==> src/rtl/key_pkg.sv <==
// Shared types and default timing constants for the clock-setting key path.
// Times are in clk100khz cycles.
package key_pkg;

    typedef enum logic [1:0] {
        RUN,
        SET_HOUR,
        SET_MIN,
        SET_SEC
    } mode_e;

    typedef enum logic [1:0] {
        RPT_IDLE,
        RPT_FIRST,
        RPT_WAIT_HOLD,
        RPT_REPEAT
    } rpt_e;

    localparam int HOLD_DELAY_DEF    = 100000;
    localparam int REPEAT_PERIOD_DEF = 20000;
    localparam int IDLE_TIMEOUT_DEF  = 1000000;

    function automatic mode_e next_mode(input mode_e m);
        mode_e r;
        unique case (m)
            RUN:      r = SET_HOUR;
            SET_HOUR: r = SET_MIN;
            SET_MIN:  r = SET_SEC;
            default:  r = RUN;
        endcase
        return r;
    endfunction

endpackage

==> src/rtl/key_repeat.sv <==
// Edge detect plus hold-to-auto-repeat for one active-low key.
// Emits a registered one-cycle pulse on press, after HOLD_DELAY, then every REPEAT_PERIOD.
module key_repeat
    import key_pkg::*;
#(
    parameter int HOLD_DELAY    = HOLD_DELAY_DEF,
    parameter int REPEAT_PERIOD = REPEAT_PERIOD_DEF
) (
    input  logic clk100khz,
    input  logic rst_n,
    input  logic key,
    input  logic enable,
    input  logic cancel,
    output logic pulse,
    output logic held
);

    localparam int CMAX = (HOLD_DELAY > REPEAT_PERIOD) ? HOLD_DELAY : REPEAT_PERIOD;
    localparam int CW   = $clog2(CMAX + 1);
    localparam logic [CW-1:0] HOLD_LAST = CW'(HOLD_DELAY - 1);
    localparam logic [CW-1:0] RPT_LAST  = CW'(REPEAT_PERIOD - 1);

    rpt_e          state;
    rpt_e          state_nx;
    logic [CW-1:0] cnt;
    logic [CW-1:0] cnt_nx;
    logic          key_prev;
    logic          press;
    logic          pulse_nx;

    assign press = key_prev & ~key;
    assign held  = (state != RPT_IDLE);

    // cnt holds the number of edges since the last pulse, minus one
    always_comb begin
        state_nx = state;
        cnt_nx   = cnt;
        pulse_nx = 1'b0;
        if (key || cancel || !enable) begin
            state_nx = RPT_IDLE;
            cnt_nx   = '0;
        end else begin
            unique case (state)
                RPT_IDLE: begin
                    if (press) begin
                        state_nx = RPT_FIRST;
                        cnt_nx   = '0;
                        pulse_nx = 1'b1;
                    end
                end
                RPT_FIRST: begin
                    state_nx = RPT_WAIT_HOLD;
                    cnt_nx   = cnt + 1'b1;
                end
                RPT_WAIT_HOLD: begin
                    if (cnt == HOLD_LAST) begin
                        state_nx = RPT_REPEAT;
                        cnt_nx   = '0;
                        pulse_nx = 1'b1;
                    end else begin
                        cnt_nx = cnt + 1'b1;
                    end
                end
                default: begin
                    if (cnt == RPT_LAST) begin
                        cnt_nx   = '0;
                        pulse_nx = 1'b1;
                    end else begin
                        cnt_nx = cnt + 1'b1;
                    end
                end
            endcase
        end
    end

    always_ff @(posedge clk100khz or negedge rst_n) begin
        if (!rst_n) begin
            state    <= RPT_IDLE;
            cnt      <= '0;
            key_prev <= 1'b0;
            pulse    <= 1'b0;
        end else begin
            state    <= state_nx;
            cnt      <= cnt_nx;
            key_prev <= key;
            pulse    <= pulse_nx;
        end
    end

endmodule

==> src/rtl/key_mode_ctrl.sv <==
// Setting-mode FSM, idle timeout and inc/dec pulse generation
// from debounced active-low Mode Set / Increase / Decrease levels.
module key_mode_ctrl
    import key_pkg::*;
#(
    parameter int HOLD_DELAY    = HOLD_DELAY_DEF,
    parameter int REPEAT_PERIOD = REPEAT_PERIOD_DEF,
    parameter int IDLE_TIMEOUT  = IDLE_TIMEOUT_DEF
) (
    input  logic       clk100khz,
    input  logic       rst_n,
    input  logic       mode_set,
    input  logic       inc,
    input  logic       dec,
    output logic [1:0] mode,
    output logic       inc_pulse,
    output logic       dec_pulse
);

    localparam int TW = $clog2(IDLE_TIMEOUT + 1);
    localparam logic [TW-1:0] IDLE_LAST = TW'(IDLE_TIMEOUT - 1);

    mode_e         mode_q;
    mode_e         mode_nx;
    logic          mode_prev;
    logic          mode_press_q;
    logic [TW-1:0] idle_cnt;
    logic [TW-1:0] idle_nx;
    logic          in_set;
    logic          any_low;
    logic          both_low;
    logic          timeout;
    logic          rpt_cancel;
    logic          inc_p;
    logic          dec_p;
    logic          inc_held;
    logic          dec_held;
    logic          inc_go;
    logic          dec_go;

    assign mode       = mode_q;
    assign in_set     = (mode_q != RUN);
    assign any_low    = ~mode_set | ~inc | ~dec;
    assign both_low   = ~inc & ~dec;
    assign timeout    = in_set & ~any_low & ~mode_press_q & (idle_cnt == IDLE_LAST);
    assign rpt_cancel = both_low | timeout;

    key_repeat #(
        .HOLD_DELAY    (HOLD_DELAY),
        .REPEAT_PERIOD (REPEAT_PERIOD)
    ) u_inc (
        .clk100khz (clk100khz),
        .rst_n     (rst_n),
        .key       (inc),
        .enable    (in_set),
        .cancel    (rpt_cancel),
        .pulse     (inc_p),
        .held      (inc_held)
    );

    key_repeat #(
        .HOLD_DELAY    (HOLD_DELAY),
        .REPEAT_PERIOD (REPEAT_PERIOD)
    ) u_dec (
        .clk100khz (clk100khz),
        .rst_n     (rst_n),
        .key       (dec),
        .enable    (in_set),
        .cancel    (rpt_cancel),
        .pulse     (dec_p),
        .held      (dec_held)
    );

    // a mode advance swallows any inc/dec pulse launched on the same press edge
    assign inc_go = inc_p & ~dec_p & ~dec_held & in_set & ~mode_press_q;
    assign dec_go = dec_p & ~inc_p & ~inc_held & in_set & ~mode_press_q;

    always_comb begin
        mode_nx = mode_q;
        if (mode_press_q) begin
            mode_nx = next_mode(mode_q);
        end else if (timeout) begin
            mode_nx = RUN;
        end
    end

    always_comb begin
        idle_nx = idle_cnt + 1'b1;
        if (any_low || mode_press_q || timeout || !in_set) begin
            idle_nx = '0;
        end
    end

    always_ff @(posedge clk100khz or negedge rst_n) begin
        if (!rst_n) begin
            mode_q       <= RUN;
            mode_prev    <= 1'b0;
            mode_press_q <= 1'b0;
            idle_cnt     <= '0;
            inc_pulse    <= 1'b0;
            dec_pulse    <= 1'b0;
        end else begin
            mode_q       <= mode_nx;
            mode_prev    <= mode_set;
            mode_press_q <= mode_prev & ~mode_set;
            idle_cnt     <= idle_nx;
            inc_pulse    <= inc_go;
            dec_pulse    <= dec_go;
        end
    end

endmodule

==> config.mk <==
export PLATFORM = sky130hd
export DESIGN_NAME = key_mode_ctrl
export DESIGN_NICKNAME = d
export VERILOG_FILES = /design/src/rtl/key_pkg.sv /design/src/rtl/key_repeat.sv /design/src/rtl/key_mode_ctrl.sv
export SDC_FILE = /design/constraint.sdc
export NUM_CORES = 1
export LEC_CHECK = 0
export BUFFER_PORTS_ARGS = -buffer_cell sky130_fd_sc_hd__buf_2
export CORE_UTILIZATION = 63
export CTS_CLUSTER_SIZE = 40
export DETAILED_ROUTE_END_ITERATION = 7
export PLACE_DENSITY = 0.8
export SETUP_SLACK_MARGIN = 0.05
export SLEW_MARGIN = 20
export SYNTH_ARGS = -nofsm -noshare
export SYNTH_HDL_FRONTEND = slang
export SYNTH_SLANG_ARGS = --single-unit
==> constraint.sdc <==
create_clock -name clk100khz -period 2.4 [get_ports clk100khz]
set_input_delay 0.48 -clock clk100khz [delete_from_list [all_inputs] [get_ports clk100khz]]
set_output_delay 0.48 -clock clk100khz [all_outputs]
set_load 0.01 [all_outputs]
# Word-level counts from Yosys, hierarchy flattened
# Index checks and enable logic that the tools add are counted.
[word_totals] register_bits=68 out_inout_bits=4 wordCells=110
[op_classes] n_addsub=3 eq_ne=15 mux=32 bitwise_logic=27 reduce_logical=19
[op_table] op="17-bit 2-to-1 mux" n=8
[op_table] op="17-bit case mux with 3 select lines" n=2
[op_table] op="17-bit by 1-bit adder with 17-bit output (second input constant)" n=2
[op_table] op="17-bit by 15-bit equality test with 1-bit output (second input constant)" n=2
[op_table] op="17-bit equality test (second input constant)" n=2
[op_table] op="20-bit by 1-bit adder with 20-bit output (second input constant)" n=1
[op_table] op="20-bit equality test (second input constant)" n=1
[op_table] op="20-bit 2-to-1 mux" n=1
[op_table] op="2-bit case mux with 3 select lines" n=3
[op_table] op="2-bit 2-to-1 mux" n=8
[op_table] op="1-bit bitwise AND" n=15
[op_table] op="3-bit by 1-bit != test with 1-bit output (second input constant)" n=4
[op_table] op="1-bit inverter" n=9
[op_table] op="1-bit 2-to-1 mux" n=8
[op_table] op="2-bit nonzero test" n=4
[op_table] op="4-bit nonzero test" n=2
[op_table] op="1-bit logical OR" n=7
[op_table] op="2-bit by 1-bit equality test with 1-bit output (second input constant)" n=3
[op_table] op="2-bit equality test (second input constant)" n=3
[op_table] op="2-bit logical NOT" n=3
[op_table] op="1-bit case mux with 3 select lines" n=2
[op_table] op="3-bit AND reduction" n=2
[op_table] op="1-bit bitwise OR" n=3
[op_table] op="1-bit logical NOT" n=1

# Longest topological paths before layout
[logic_depth] word_depth=12 ltp_mapped=9

# Cells and area by module
# Synthesis repeated with hierarchy kept, for this count alone.
[unflattened] cells_unflattened=430 hier_area_um2=4022.6
[modules_own_cells] mod="key_repeat" n_inst=2 cells_per_inst=150 area_per_inst_um2=1372.6 seq_area_each_um2=525.5
[modules_own_cells] mod="key_mode_ctrl" n_inst=1 cells_per_inst=130 area_per_inst_um2=1277.5 seq_area_each_um2=650.6

# Worst setup path before layout
# Ideal clock, no wire load.
[synth_path] kind="register to register" start="reg mode_q[0] (netlist: mode[0])" end="reg u_dec.cnt[5]" t_arrival_ns=2.069 t_required_ns=2.284 path_slack_ns=0.215 stages_incl_launch_ff=9 path_buffers=2 synth_period_minus_slack_ns=2.185 path_cell_list="dfrtp_1 > inv_1 > ha_1 > or3b_2 > nor3b_1 > buf_4 > buf_4 > nand2_1 > o311ai_0"
[synth_between] elab_chain_cells=8
[synth_lines] element="start: declaration" line_no="key_mode_ctrl.sv:23" source="mode_e mode_q;"
[synth_lines] element="start signal: assignment" line_no="key_mode_ctrl.sv:103" source="mode_q <= mode_nx;"
[synth_lines] element="2-bit nonzero test (*)" line_no="key_mode_ctrl.sv:42" source="assign in_set = (mode_q != RUN);"
[synth_lines] element="1-bit bitwise AND (3 in series)" line_no="key_mode_ctrl.sv:45" source="assign timeout = in_set & ~any_low & ~mode_press_q & (idle_cnt == IDLE_LAST);"
[synth_lines] element="1-bit bitwise OR" line_no="key_mode_ctrl.sv:46" source="assign rpt_cancel = both_low | timeout;"
[synth_lines] element="1-bit logical OR" line_no="key_repeat.sv:39" source="if (key || cancel || !enable) begin"
[synth_lines] element="1-bit logical OR (*)" line_no="key_repeat.sv:39"
[synth_lines] element="3-bit by 1-bit != test with 1-bit output (no line) / 17-bit 2-to-1 mux (equally long branches)"
[synth_lines] element="end signal: assignment" line_no="key_repeat.sv:84" source="cnt <= cnt_nx;"
[synth_lines] element="end: declaration" line_no="key_repeat.sv:25" source="logic [CW-1:0] cnt;"
# Mark *: on every way between the ends. The rest lies on a longest branch, timed or not.
# A chain may end at the register's enable or synchronous reset.

# Worst setup path in the final report
[layout_path] start="reg mode_q[1] (netlist: mode[1])" end="reg u_dec.cnt[16]"
# The elaborated chain is that of the path after synthesis.

==> key figures <==
STA
  – Pins Over Slew Limit: 0
  – Period minus WS final: 2.26 ns
  – Final period util: 0.942
  – Final hold violation count: 0
  – Final Skew: 0.00937 ns
  – RSZ-0062 raised after global routing: yes
  – Worst-Margin Slew: 0.662 ns
  – Setup TNS: 0 ns
  – Fmax: 0.442 GHz
  – Relative slew slack: 0.553
  – Final setup viols: 0

Clock tree
  – Max Root-Sink Buffers: 2
  – H-tree levels: 3
  – Postcts setup bufs: 0
  – CTS root buffer: clkbuf_8
  – CTS tree: done
  – Clk Latency, worst-skew pair: 0.35 ns
  – Cts bufs inserted: 9
  – Clock transition at the registers of the reported paths: 0.07 ns
  – # hold bufs at CTS: 0
  – Clk sinks: 68

Placed design
  – Post-Place Cell Area: 4040 um2
  – Port Buffers: 8
  – Post-DP HPWL: 5.52 mm
  – Final Wtd Congestion: 0.867

Cells and area
  – Post-route cell area: 4280 um2
  – Antenna Cells: 0
  – Area taken by multi-input logic gates: 2000 um2
  – Area grow syn2layout: 10.6%
  – Sequential Area: 1700 um2
  – Layout net count: 458
  – # fillers: 434
  – Share of cells above drive strength 1: 0.113

Floorplanning
  – Die span in y: 80.4 um
  – DIE AREA: 6460 um2
  – Starting density of the core: 0.654
  – Core box area: 5920 um2
  – Rows: 28
  – Die W: 80.4 um
  – IO Count: 9

Worst setup path
  – CP arrival: 2.47 ns
  – Cell family with most CP delay: simple AND/OR/NAND/NOR gates
  – Worst EP required: 2.61 ns
  – Critical path buffers and inverters: 2
  – Cell Chain, Critical Path: inv_1, ha_1, or3b_2, nor3b_2, buf_6, or2_2, o31a_1, o21ai_0
  – Worst Setup EP: u_dec.cnt[16]
  – Setup CP Type: register to register
  – RR Startpoint: mode[1]
  – Worst R2R End: u_dec.cnt[16]
  – Reg2reg setup slack: 0.14 ns
  – Crit. End Element: register
  – Startpoint Class: register
  – Worst Setup SP: mode[1]
  – Critical path depth: 8
  – R2R cell count: 8
  – Slowest cell on the critical path: or3b_2
  – CP Max Fanout: 22
  – CP max stage delay: 0.55 ns

Detailed routing
  – Drt initial violations: 261
  – Pre-antenna DRT Iters: 5
  – Total number of vias: 3234
  – Post-DR wirelength/cell: 15.7 um
  – DRC Markers: 0
  – Detail Route Antenna Nets: 0
  – Vias per cell: 6.24
  – Wirelength, routed: 8.13 mm

Yosys
  – Number of synthesized flops with an enable pin: 0
  – Post-synth cell types: 54
  – Async SR Flop Fraction: 1.00
  – Post-synth top area share: 0.440
  – Yosys reg bits: 68
  – Mapped Cells: 420
  – Warnings, synthesis: 0
  – Main area contributors after synthesis: dfrtp_1 44%, ha_1 4.8%, nor2_1 4.1%
  – Synthesized cell area: 3870 um2
  – Synth Flop Type: dfrtp_1
  – Syn nets: 440
  – Sequential share of the synthesized area: 0.440
  – Post-synth top area cell: dfrtp_1
  – Post-Synthesis Mean Instance Area: 9.21 um2

Outcome
  – Status: complete, no violations

Global routing
  – Global-route wire length before repair: 13.5 mm
  – GRT Overall Usage: 0.275
  – Vias in the first global route: 2964
  – Initial antenna violation count: 0
  – Largest net degree at the start of global routing: 69
  – Overflow after GRT: 0

Pwr
  – Worst vdd ir: 604 uV
  – Leakage Power: 1.70 nW
  – Pwr/cell area: 596 nW/um2

Worst hold path
  – Worst min-delay path class: input pin to async pin

Run
  – Max-cap viol count: 0
-- kinds of logic after synthesis --
group                      synth area share
AOI/OAI and AO/OA                     0.139
xor gates and xnor gates             0.0475
adders and majority gates            0.0485
buffers and inverters                0.0453
DFF                                   0.440
muxes                               0.00259
and+or+nand+nor                       0.278
-- flip-flops by register name (all words and copies together), names as in the netlist, 2 cells and up --
register / cells
u_inc.cnt: 17
u_dec.state: 2
u_dec.cnt: 17
mode: 2
idle_cnt: 20
u_inc.state: 2
-- cell type report --
class | count | area share
clock buffer | 13 | 0.0371
clock inverter | 3 | 0.0161
inverter | 20 | 0.0175
multi-input combinational | 315 | 0.468
sequential | 68 | 0.398
tap | 75 | 0.0219
timing repair buffer | 24 | 0.0421
-- how the worst min path moves through the flow --
stage,to,slack (ns),startpoint,depth (start not counted)
final,inc_pulse,0.15,rst_n,2
after global routing,inc_pulse,0.18,rst_n,2
after CTS,mode[0],0.15,rst_n,2
after detailed placement,dec_pulse,0.41,u_inc.pulse,1
after global placement,dec_pulse,0.41,u_inc.pulse,1
after floorplan,dec_pulse,0.18,rst_n,0
-- through the flow --
step | total power [W] | setup WS (ns) | hold WS (ns) | instances | utilization
after floorplan | 0.00138 | 0.215 | 0.184 | 420 | -
final | 0.00255 | 0.140 | 0.153 | 518 | 0.723
after CTS | 0.00257 | 0.0990 | 0.155 | 518 | 0.721
after global routing | 0.00267 | 0.0452 | 0.177 | 518 | 0.723
after global placement | 0.00147 | 0.272 | 0.412 | 502 | 0.683
after detailed placement | 0.00148 | 0.126 | 0.409 | 502 | 0.683
-- placed cells by master (no fill, tap or decap), types with 3 or more instances in the layout --
cell type / netlist / final
or3_1: 6 / 6
and3_1: 12 / 12
nor4b_1: 5 / 5
o31ai_1: 4 / 4
o31a_1: 3 / 3
xor2_1: 10 / 10
o21ai_0: 24 / 23
nand4_1: 22 / 22
nor4_1: 3 / 3
buf_4: 5 / 13
nand2_1: 39 / 38
a31oi_1: 21 / 21
xnor2_1: 11 / 11
buf_2: 2 / 8
ha_1: 15 / 15
dfrtp_1: 68 / 68
inv_1: 20 / 20
nand3_1: 30 / 30
o21a_1: 3 / 3
nand2b_1: 5 / 5
o22ai_1: 5 / 5
nand3b_1: 3 / 3
nor2_1: 42 / 42
nor3_1: 5 / 5
clkbuf_8: 0 / 11
nand4b_1: 3 / 3
and4_1: 5 / 5
a21oi_1: 7 / 7
o311ai_1: 3 / 3
-- metal layers --
| metal | share of wire | GRT usage |
|---|---|---|
| met5 | 0 | 0 |
| met4 | 0.014 | 0.109 |
| met3 | 0.050 | 0.0693 |
| met2 | 0.47 | 0.430 |
| met1 | 0.46 | 0.366 |
-- where the power goes --
part	switching, W	internal (W)
Combinational	0.000173	0.0000938
Sequential	0.0000218	0.00117
Clock	0.000442	0.000645
-- timing repair --
action	in CTS	in global routing
setup endpoints to repair	0	8
resized for setup	0	3
hold endpoints to repair	0	0
-- synth_stat cells, drive strengths merged, types with 7 or more instances --
| cell type | number |
|---|---|
| a21oi | 7 |
| nand3 | 31 |
| and3 | 12 |
| buf | 10 |
| inv | 20 |
| nand4 | 22 |
| clkbuf | 7 |
| a31oi | 21 |
| ha | 15 |
| dfrtp | 68 |
| xnor2 | 11 |
| nor2 | 42 |
| o21ai | 24 |
| xor2 | 10 |
| nand2 | 39 |
(Power assumes the default switching activity.)
